`src/rtl/multicycle_controller_if.sv`:
```
// Controller <-> datapath/memory bundle: IR opcode, branch condition, memory handshake,
// datapath enables, sticky status flags and performance counters.
interface multicycle_controller_if #(
    parameter int OPCODE_W = 6,
    parameter int CNT_W    = 32
);
    logic [OPCODE_W-1:0] opcode;
    logic                branch_taken;
    logic                mem_ready;
    logic                mem_req;
    logic                mem_we;
    logic                ir_write;
    logic                pc_write;
    logic                pc_src;
    logic [2:0]          alu_op;
    logic                reg_write;
    logic                mem2reg;
    logic                instr_done;
    logic                halted;
    logic                illegal;
    logic                bus_err;
    logic [CNT_W-1:0]    cycle_cnt;
    logic [CNT_W-1:0]    instr_cnt;

    modport master (
        input  opcode, branch_taken, mem_ready,
        output mem_req, mem_we, ir_write, pc_write, pc_src, alu_op, reg_write, mem2reg,
               instr_done, halted, illegal, bus_err, cycle_cnt, instr_cnt
    );

    modport slave (
        output opcode, branch_taken, mem_ready,
        input  mem_req, mem_we, ir_write, pc_write, pc_src, alu_op, reg_write, mem2reg,
               instr_done, halted, illegal, bus_err, cycle_cnt, instr_cnt
    );
endinterface

```
`src/rtl/multicycle_controller.sv`:
```
// Multi-cycle FETCH/DECODE/EXEC/MEM/WB sequencer with bounded memory wait and fault traps.
// Define MC_PERF_CNT_EN to build the saturating cycle / retired-instruction counters.
module multicycle_controller #(
    parameter int OPCODE_W    = 6,
    parameter int NUM_OPS     = 15,
    parameter int LD_OP       = 3,
    parameter int ST_OP       = 4,
    parameter int HALT_OP     = NUM_OPS - 1,
    parameter int BR_FIRST    = 5,
    parameter int MEM_TIMEOUT = 16,
    parameter int CNT_W       = 32
) (
    input  logic                    clk,
    input  logic                    rst,
    multicycle_controller_if.master bus
);
    localparam int WAIT_W = $clog2(MEM_TIMEOUT + 1);

    typedef enum logic [2:0] {
        S_FETCH, S_DECODE, S_EXEC, S_MEM, S_WB, S_HALT, S_TRAP
    } state_e;

    state_e              state_q, state_d;
    logic [OPCODE_W-1:0] op_q, op_d;
    logic [WAIT_W-1:0]   wait_q, wait_d;
    logic                halted_q, halted_d;
    logic                illegal_q, illegal_d;
    logic                bus_err_q, bus_err_d;

    logic       mem_req, mem_we, ir_write, pc_write, pc_src, reg_write, mem2reg, instr_done;
    logic [2:0] alu_op;
    logic       is_ld, is_st, is_br, timeout;

    assign is_ld   = int'(op_q) == LD_OP;
    assign is_st   = int'(op_q) == ST_OP;
    assign is_br   = (int'(op_q) >= BR_FIRST) && (int'(op_q) <= NUM_OPS - 2);
    assign timeout = wait_q == WAIT_W'(MEM_TIMEOUT - 1);

    always_ff @(posedge clk) begin
        if (rst) begin
            state_q   <= S_FETCH;
            op_q      <= '0;
            wait_q    <= '0;
            halted_q  <= 1'b0;
            illegal_q <= 1'b0;
            bus_err_q <= 1'b0;
        end else begin
            state_q   <= state_d;
            op_q      <= op_d;
            wait_q    <= wait_d;
            halted_q  <= halted_d;
            illegal_q <= illegal_d;
            bus_err_q <= bus_err_d;
        end
    end

    always_comb begin
        state_d    = state_q;
        op_d       = op_q;
        wait_d     = '0;
        halted_d   = halted_q;
        illegal_d  = illegal_q;
        bus_err_d  = bus_err_q;
        mem_req    = 1'b0;
        mem_we     = 1'b0;
        ir_write   = 1'b0;
        pc_write   = 1'b0;
        pc_src     = 1'b0;
        alu_op     = 3'b000;
        reg_write  = 1'b0;
        mem2reg    = 1'b0;
        instr_done = 1'b0;
        unique case (state_q)
            S_FETCH: begin
                mem_req = 1'b1;
                if (bus.mem_ready) begin
                    ir_write = 1'b1;
                    pc_write = 1'b1;
                    state_d  = S_DECODE;
                end
            end
            S_DECODE: begin
                op_d = bus.opcode;
                if (int'(bus.opcode) >= NUM_OPS) begin
                    state_d   = S_TRAP;
                    illegal_d = 1'b1;
                end else if (int'(bus.opcode) == HALT_OP) begin
                    state_d    = S_HALT;
                    halted_d   = 1'b1;
                    instr_done = 1'b1;
                end else begin
                    state_d = S_EXEC;
                end
            end
            S_EXEC: begin
                if (is_ld || is_st) begin
                    state_d = S_MEM;
                end else if (is_br) begin
                    pc_write   = bus.branch_taken;
                    pc_src     = 1'b1;
                    instr_done = 1'b1;
                    state_d    = S_FETCH;
                end else begin
                    alu_op  = op_q[2:0];
                    state_d = S_WB;
                end
            end
            S_MEM: begin
                mem_req = 1'b1;
                mem_we  = is_st;
                if (bus.mem_ready) begin
                    if (is_st) begin
                        instr_done = 1'b1;
                        state_d    = S_FETCH;
                    end else begin
                        state_d = S_WB;
                    end
                end
            end
            S_WB: begin
                reg_write  = 1'b1;
                mem2reg    = is_ld;
                instr_done = 1'b1;
                state_d    = S_FETCH;
            end
            default: ;
        endcase
        // Ready on the final allowed cycle still wins over the timeout.
        if (mem_req && !bus.mem_ready) begin
            if (timeout) begin
                state_d   = S_TRAP;
                bus_err_d = 1'b1;
            end else begin
                wait_d = wait_q + WAIT_W'(1);
            end
        end
        if (rst) begin
            mem_req    = 1'b0;
            mem_we     = 1'b0;
            ir_write   = 1'b0;
            pc_write   = 1'b0;
            pc_src     = 1'b0;
            alu_op     = 3'b000;
            reg_write  = 1'b0;
            mem2reg    = 1'b0;
            instr_done = 1'b0;
        end
    end

    assign bus.mem_req    = mem_req;
    assign bus.mem_we     = mem_we;
    assign bus.ir_write   = ir_write;
    assign bus.pc_write   = pc_write;
    assign bus.pc_src     = pc_src;
    assign bus.alu_op     = alu_op;
    assign bus.reg_write  = reg_write;
    assign bus.mem2reg    = mem2reg;
    assign bus.instr_done = instr_done;
    assign bus.halted     = halted_q & ~rst;
    assign bus.illegal    = illegal_q & ~rst;
    assign bus.bus_err    = bus_err_q & ~rst;

`ifdef MC_PERF_CNT_EN
    logic [CNT_W-1:0] cycle_cnt_q, instr_cnt_q;

    always_ff @(posedge clk) begin
        if (rst) begin
            cycle_cnt_q <= '0;
            instr_cnt_q <= '0;
        end else begin
            if (state_q != S_HALT && state_q != S_TRAP && cycle_cnt_q != '1)
                cycle_cnt_q <= cycle_cnt_q + CNT_W'(1);
            if (instr_done && instr_cnt_q != '1)
                instr_cnt_q <= instr_cnt_q + CNT_W'(1);
        end
    end

    assign bus.cycle_cnt = rst ? '0 : cycle_cnt_q;
    assign bus.instr_cnt = rst ? '0 : instr_cnt_q;
`else
    assign bus.cycle_cnt = {CNT_W{1'b0}};
    assign bus.instr_cnt = {CNT_W{1'b0}};
`endif
endmodule
```
`src/flat_wrapper.sv`:
```
// flat-port wrapper written by rule: the top's interface ports become plain ports
module multicycle_controller_flat 
#(
    parameter int OPCODE_W    = 6,
    parameter int NUM_OPS     = 15,
    parameter int LD_OP       = 3,
    parameter int ST_OP       = 4,
    parameter int HALT_OP     = NUM_OPS - 1,
    parameter int BR_FIRST    = 5,
    parameter int MEM_TIMEOUT = 16,
    parameter int CNT_W       = 32
)
  (clk, rst, bus_opcode, bus_branch_taken, bus_mem_ready, bus_mem_req, bus_mem_we, bus_ir_write, bus_pc_write, bus_pc_src, bus_alu_op, bus_reg_write, bus_mem2reg, bus_instr_done, bus_halted, bus_illegal, bus_bus_err, bus_cycle_cnt, bus_instr_cnt);
  multicycle_controller_if #(.OPCODE_W(OPCODE_W), .CNT_W(CNT_W)) bus_i ();
  input  logic clk;
  input  logic rst;
  input wire logic [$bits(bus_i.opcode)-1:0] bus_opcode;
  input wire logic [$bits(bus_i.branch_taken)-1:0] bus_branch_taken;
  input wire logic [$bits(bus_i.mem_ready)-1:0] bus_mem_ready;
  output wire logic [$bits(bus_i.mem_req)-1:0] bus_mem_req;
  output wire logic [$bits(bus_i.mem_we)-1:0] bus_mem_we;
  output wire logic [$bits(bus_i.ir_write)-1:0] bus_ir_write;
  output wire logic [$bits(bus_i.pc_write)-1:0] bus_pc_write;
  output wire logic [$bits(bus_i.pc_src)-1:0] bus_pc_src;
  output wire logic [$bits(bus_i.alu_op)-1:0] bus_alu_op;
  output wire logic [$bits(bus_i.reg_write)-1:0] bus_reg_write;
  output wire logic [$bits(bus_i.mem2reg)-1:0] bus_mem2reg;
  output wire logic [$bits(bus_i.instr_done)-1:0] bus_instr_done;
  output wire logic [$bits(bus_i.halted)-1:0] bus_halted;
  output wire logic [$bits(bus_i.illegal)-1:0] bus_illegal;
  output wire logic [$bits(bus_i.bus_err)-1:0] bus_bus_err;
  output wire logic [$bits(bus_i.cycle_cnt)-1:0] bus_cycle_cnt;
  output wire logic [$bits(bus_i.instr_cnt)-1:0] bus_instr_cnt;
  assign bus_i.opcode = bus_opcode;
  assign bus_i.branch_taken = bus_branch_taken;
  assign bus_i.mem_ready = bus_mem_ready;
  assign bus_mem_req = bus_i.mem_req;
  assign bus_mem_we = bus_i.mem_we;
  assign bus_ir_write = bus_i.ir_write;
  assign bus_pc_write = bus_i.pc_write;
  assign bus_pc_src = bus_i.pc_src;
  assign bus_alu_op = bus_i.alu_op;
  assign bus_reg_write = bus_i.reg_write;
  assign bus_mem2reg = bus_i.mem2reg;
  assign bus_instr_done = bus_i.instr_done;
  assign bus_halted = bus_i.halted;
  assign bus_illegal = bus_i.illegal;
  assign bus_bus_err = bus_i.bus_err;
  assign bus_cycle_cnt = bus_i.cycle_cnt;
  assign bus_instr_cnt = bus_i.instr_cnt;
  multicycle_controller #(.OPCODE_W(OPCODE_W), .NUM_OPS(NUM_OPS), .LD_OP(LD_OP), .ST_OP(ST_OP), .HALT_OP(HALT_OP), .BR_FIRST(BR_FIRST), .MEM_TIMEOUT(MEM_TIMEOUT), .CNT_W(CNT_W)) u_core (.clk(clk), .rst(rst), .bus(bus_i));
endmodule
```
`config.mk`:
```
export PLATFORM = sky130hd
export DESIGN_NAME = multicycle_controller_flat
export DESIGN_NICKNAME = d
export VERILOG_FILES = /design/src/rtl/multicycle_controller_if.sv /design/src/rtl/multicycle_controller.sv /design/src/flat_wrapper.sv
export SDC_FILE = /design/constraint.sdc
export NUM_CORES = 1
export LEC_CHECK = 0
export CAP_MARGIN = 20
export CORE_MARGIN = 1.5
export CORE_UTILIZATION = 35
export DETAILED_ROUTE_END_ITERATION = 6
export MAX_ROUTING_LAYER = met4
export PLACE_DENSITY = 0.83
export REMOVE_ABC_BUFFERS = 1
export SLEW_MARGIN = 20
export SYNTH_ARGS = -nofsm -noshare
export SYNTH_HDL_FRONTEND = slang
export SYNTH_SLANG_ARGS = --single-unit
```
`constraint.sdc`:
```
create_clock -name clk -period 2.1 [get_ports clk]
set_input_delay 0.21 -clock clk [delete_from_list [all_inputs] [get_ports clk]]
set_output_delay 0.21 -clock clk [all_outputs]
set_load 0.02 [all_outputs]
```
# Word level (Yosys, flattened, before mapping)
# Index checks and enable logic that the tools add are counted.
[word_totals]
ram_bits = 0
reg_bits = 17
latch_bits = 0
input_bits = 10
out_inout_bits = 78
n_memories = 0
mem_bits_ro = 0
wordCells = 73
[op_classes]
reduce_logical = 10
multipliers = 0
muxes = 39
bitwise = 6
magnitude_cmp = 3
n_shift = 0
addsub = 1
div_mod_pow = 0
n_eq_ne = 8
[op_table]
columns = ["operator", "count"]
rows = [
  ["$mux W3", 13],
  ["$mux W1", 23],
  ["$pmux W3 S5", 1],
  ["$eq A3 B2 Y1 const B", 2],
  ["$eq A6 B3 Y1 const B", 1],
  ["$eq A6 B4 Y1 const B", 1],
  ["$eq A6 B5 Y1 const B", 1],
  ["$ge A6 B3 Y1 const B", 1],
  ["$ge A6 B4 Y1 const B", 1],
  ["$le A6 B4 Y1 const B", 1],
  ["$add A5 B1 Y5 const B", 1],
  ["$eq A5 B4 Y1 const B", 1],
  ["$pmux W1 S4", 1],
  ["$reduce_and A2 Y1", 2],
  ["$and A1 B1 Y1", 3],
  ["$eq A3 B1 Y1 const B", 1],
  ["$eq A3 B3 Y1 const B", 1],
  ["$logic_not A3 Y1", 1],
  ["$not A1 Y1", 3],
  ["$reduce_and A3 Y1", 1],
  ["$reduce_or A3 Y1", 1],
  ["$logic_and A1 B1 Y1", 2],
  ["$pmux W1 S2", 1],
  ["$reduce_or A2 Y1", 1],
  ["2 further kinds", 2],
]

# Depth between registers and ports, before layout
[depth]
word_depth = 7
depth_mapped = 7
mapped_depth_nobuf = 7

# Least setup slack after synthesis
# No wires, ideal clock.
[synth_timing]
path_type = "reg-to-output"
startpoint = "reg u_core.op_q[2]"
endpoint = "out bus_pc_write"
n_path_buf = 0
path_slack_ns = 0.491
path_stages_with_launch = 5
arrival_ns = 1.399
t_required_ns = 1.890
path_cell_list = "dfxtp_1 and3b_1 o21ai_2 nand2_1 o31ai_1"
[synth_via]
elab_chain_len = 6
word_cells_on_any_way = 10
classes_between = "2 x order compare; 2 x eq/ne; 4 x mux; 2 x reduce/logical"
[synth_lines]
columns = ["item", "line", "rtl"]
rows = [
  ["start, declared", "multicycle_controller.sv:24", "logic [OPCODE_W-1:0] op_q, op_d;"],
  ["start signal, assigned", "multicycle_controller.sv:49", "op_q <= op_d;"],
  ["$ge A6 B3 Y1 or $le A6 B4 Y1 (tied branches)", "multicycle_controller.sv:36", "assign is_br = (int'(op_q) >= BR_FIRST) && (int'(op_q) <= NUM_OPS - 2);"],
  ["$logic_and A1 B1 Y1", "multicycle_controller.sv:36", ""],
  ["$mux W1", "multicycle_controller.sv:98", "end else if (is_br) begin"],
  ["$mux W1 *", "multicycle_controller.sv:96", "if (is_ld || is_st) begin"],
  ["$pmux W1 S2 *", "multicycle_controller.sv:73", "unique case (state_q)"],
  ["$mux W1 *", "multicycle_controller.sv:137", "if (rst) begin"],
  ["end, declared", "flat_wrapper.sv:23", "output wire logic [$bits(bus_i.pc_write)-1:0] bus_pc_write;"],
]
# Every way passes the cells marked *; elsewhere a longest branch is shown, timed or not.

# Worst setup path after layout
[layout_timing]
startpoint = "reg u_core.op_q[2]"
endpoint = "out bus_alu_op[2]"
[layout_via]
elab_chain_len = 6
word_cells_on_any_way = 10
classes_between = "2 x order compare; 2 x eq/ne; 4 x mux; 2 x reduce/logical"
[layout_lines]
columns = ["item", "line", "rtl"]
rows = [
  ["$ge A6 B3 Y1 or $le A6 B4 Y1 (tied branches)", "multicycle_controller.sv:36", ""],
  ["$logic_and A1 B1 Y1", "multicycle_controller.sv:36", ""],
  ["$mux W3", "multicycle_controller.sv:98", ""],
  ["$mux W3 *", "multicycle_controller.sv:96", ""],
  ["$mux W3 *", "multicycle_controller.sv:73", ""],
  ["$mux W3 *", "multicycle_controller.sv:137", ""],
  ["end, declared", "flat_wrapper.sv:25", "output wire logic [$bits(bus_i.alu_op)-1:0] bus_alu_op;"],
]
# Marks and branches as above.

==> metrics <==
worst reg-to-reg path cell count=7; hold path start=u_core.bus_err_q; drt wl/cell=about 9.8 µm; Hold Path Cell Cnt=2; initial core utilization=0.366; largest net degree at the start of global routing=14; Worst EP required=between 1.5 and 2 ns; synth warn=0; Synth top cells by count=buf_4 (66), nor2_1 (21), dfxtp_1 (17); PwrDens=631 nW/µm²; net switching power of the design=between 0.4 and 0.5 mW; largest cells by area after synthesis=buf_4 (34%), dfxtp_1 (23%), nor2_1 (5.3%); Buf/Inv on CP=1; #FFs+latches synth=17; Crit-path slowest cell=dfxtp_1; Yosys cell types=40; status=finished, final reports clean; initial antenna violation count=0; ys flop type=dfxtp_1; Final Cycle Share=0.945; die area=between 4000 and 5000 µm²; CTS max path bufs=2; Final Hold Violating Endpoints=0; antenna cells=0; worst setup path category=reg2out; num rows=23; htree depth=1; Final Util=0.411; routed via count=about 1100; CP Launch Type=flip-flop; r2r setup slk=roughly 0.51 ns; worst skew pair latency=0.25 ns; Clock power frac=0.232; Min-Delay Path Class=reg2reg; CP Cell Sequence=and3b_1 > o21ai_2 > and4b_1 > and2_1 > clkdlybuf4s15_1; layout cells sized above 1=0.156; Combinational Power Share=0.393; global-route wire length before repair=4210 µm; Static Leak=0.771 nW; GRT overflow=0; routability cong.=just over 0.9; Crit Path Max Fanout=6; asr flop ratio synth=0; # fillers=around 430; number of global-route vias before repair=1004; area share of the largest cell type after synthesis=0.336; GRT Overall Usage=0.123; CTS tree=built; clock-pin slew on the worst setup and hold paths=roughly 0.07 ns; most area-hungry cell type in the Yosys netlist=buf_4; final setup skew=0.00366 ns; Detail Route Antenna Nets=0; Area growth, synth to finish=12.2%; cell count after synthesis=approximately 180; Seq/Total Area, Yosys=0.231; routed wire length=2630 µm; register area=342 µm²; cell area after synthesis=roughly 1500 µm²; max-cap check violation count=0; count leader, synth=buf_4; VDD IR-drop max=approximately 340 µV; Post-synth EDFFs=0; P_int=between 0.6 and 0.7 mW; Reg power frac=0.375; Initial DRC Count=38; clock sinks=17; Mean Syn Cell Area=approximately 8 µm²; Post-DP Area=1600 µm²; CP arrival=about 1.8 ns; CTS root buffer=clkbuf_8; setup_tns=0 ns; post-route cell area=1650 µm²; clock buffer count from CTS=3; via/cell ratio=between 4 and 5; tightest hold margin=~0.46 ns; Worst R2R Start=u_core.wait_q[0]; Max stage delay on crit path=roughly 0.42 ns; DRT Pass-1 Iters=4; Sw Share=0.389; DP HPWL=roughly 2100 µm; Die X=67.9 µm; R2R Path End=u_core.state_q[2]; cell family with the largest share of critical-path delay=simple AND/OR/NAND/NOR gates; Final Setup Violations=0; Ports=between 80 and 90; crit path launch=u_core.op_q[2]; Tmin final=just under 2 ns; DRC=0; CP Capture Type=output port; Nets=231; core area=4030 µm²; Slew Viols, Final=0; multi-input logic area=roughly 870 µm²; PortBufs=23; Min-Delay Endpoint=u_core.bus_err_q; Die H=around 68 µm; RSZ-0062 raised after global routing=false; Fmax=504 MHz
## sequential cells by signal, indices dropped and copies added, names as in the netlist
register          flops
u_core.op_q           6
u_core.wait_q         5
u_core.state_q        3
u_core.bus_err_q      1
u_core.halted_q       1
u_core.illegal_q      1
## worst reg2reg max path: stages (launching register included)
cell	delay (ns)
dfxtp_1	0.33
ha_1	0.22
and3_1	0.19
ha_1	0.20
nand2b_1	0.11
o21ai_0	0.08
a21oi_1	0.20
a41oi_2	0.14
## cell type report
class | instances | share of cell area
inverters | 2 | 0.00454
well taps | 50 | 0.0378
repair buffers | 38 | 0.197
clock buffers | 4 | 0.0272
multi-input cells | 157 | 0.527
flip-flops and latches | 17 | 0.207
## cells in the final DEF (no fill, tap or decap), types with 2 or more instances in the layout
cell type	n
nor3_1	2
nand2b_1	3
inv_1	2
xor2_1	2
a31oi_1	3
buf_4	16
and3_1	3
nand3_1	3
ha_1	2
o21ai_2	2
mux2i_1	7
and2_1	4
a21oi_1	4
nor2_1	21
nand2_1	7
clkbuf_2	2
dlygate4sd2_1	4
o21ai_0	3
clkdlybuf4s50_1	14
dfxtp_1	16
nand4_1	2
clkbuf_8	3
clkdlybuf4s15_1	2
nor2b_1	4
conb_1	64
nor3_2	3
## power by group through the flow
stage	clock, mW	combinational, mW	sequential [mW]
2_1_floorplan	0	0.269	0.399
3_3_place_gp	0	0.403	0.392
3_5_place_dp	0	0.408	0.394
4_1_cts	0.249	0.410	0.390
5_1_grt	0.270	0.455	0.396
6_report	0.242	0.410	0.392
## how the worst max path moves through the flow
stage	cells past startpoint	endpoint
detailed placement	6	bus_instr_done
global placement	4	bus_mem_we
floorplan	4	bus_pc_write
CTS	5	bus_pc_write
global route	5	bus_alu_op[2]
finish	5	bus_alu_op[2]
## kinds of logic after synthesis
group / after synthesis / share of synthesized area
compound gates: 21 / 0.103
xor+xnor: 3 / 0.0178
fa+ha+maj: 2 / 0.0170
buf+inv: 72 / 0.354
flops: 17 / 0.231
mux: 7 / 0.0475
other cells: 1 / 0.00254
simple gates: 60 / 0.228
## metal layers
| metal | global-route usage | vias up | wire, µm |
|---|---|---|---|
| met1 | 0.144 | 510 | 1070 |
| met3 | 0.0280 | 6 | 215 |
| met2 | 0.203 | 68 | 1310 |
| met4 | 0.0475 | 0 | 28 |
| met5 | - | - | 0 |
| li1 | - | 557 | - |
## through the flow
step	power [mW]	cells	setup slack, ns
global route	1.12	268	0.00363
detailed placement	0.802	264	-0.152
finish	1.04	268	0.115
floorplan	0.668	176	0.425
CTS	1.05	268	0.0387
global placement	0.794	264	-0.107
## what timing repair did
item,in CTS,in global routing
setup endpoints to repair,8,5
hold buffers,0,0
gates cloned,0,0
pin swaps,0,0
buffers inserted,0,0
gates resized for setup,13,8
No activity file was read; power rests on OpenSTA's default activity.
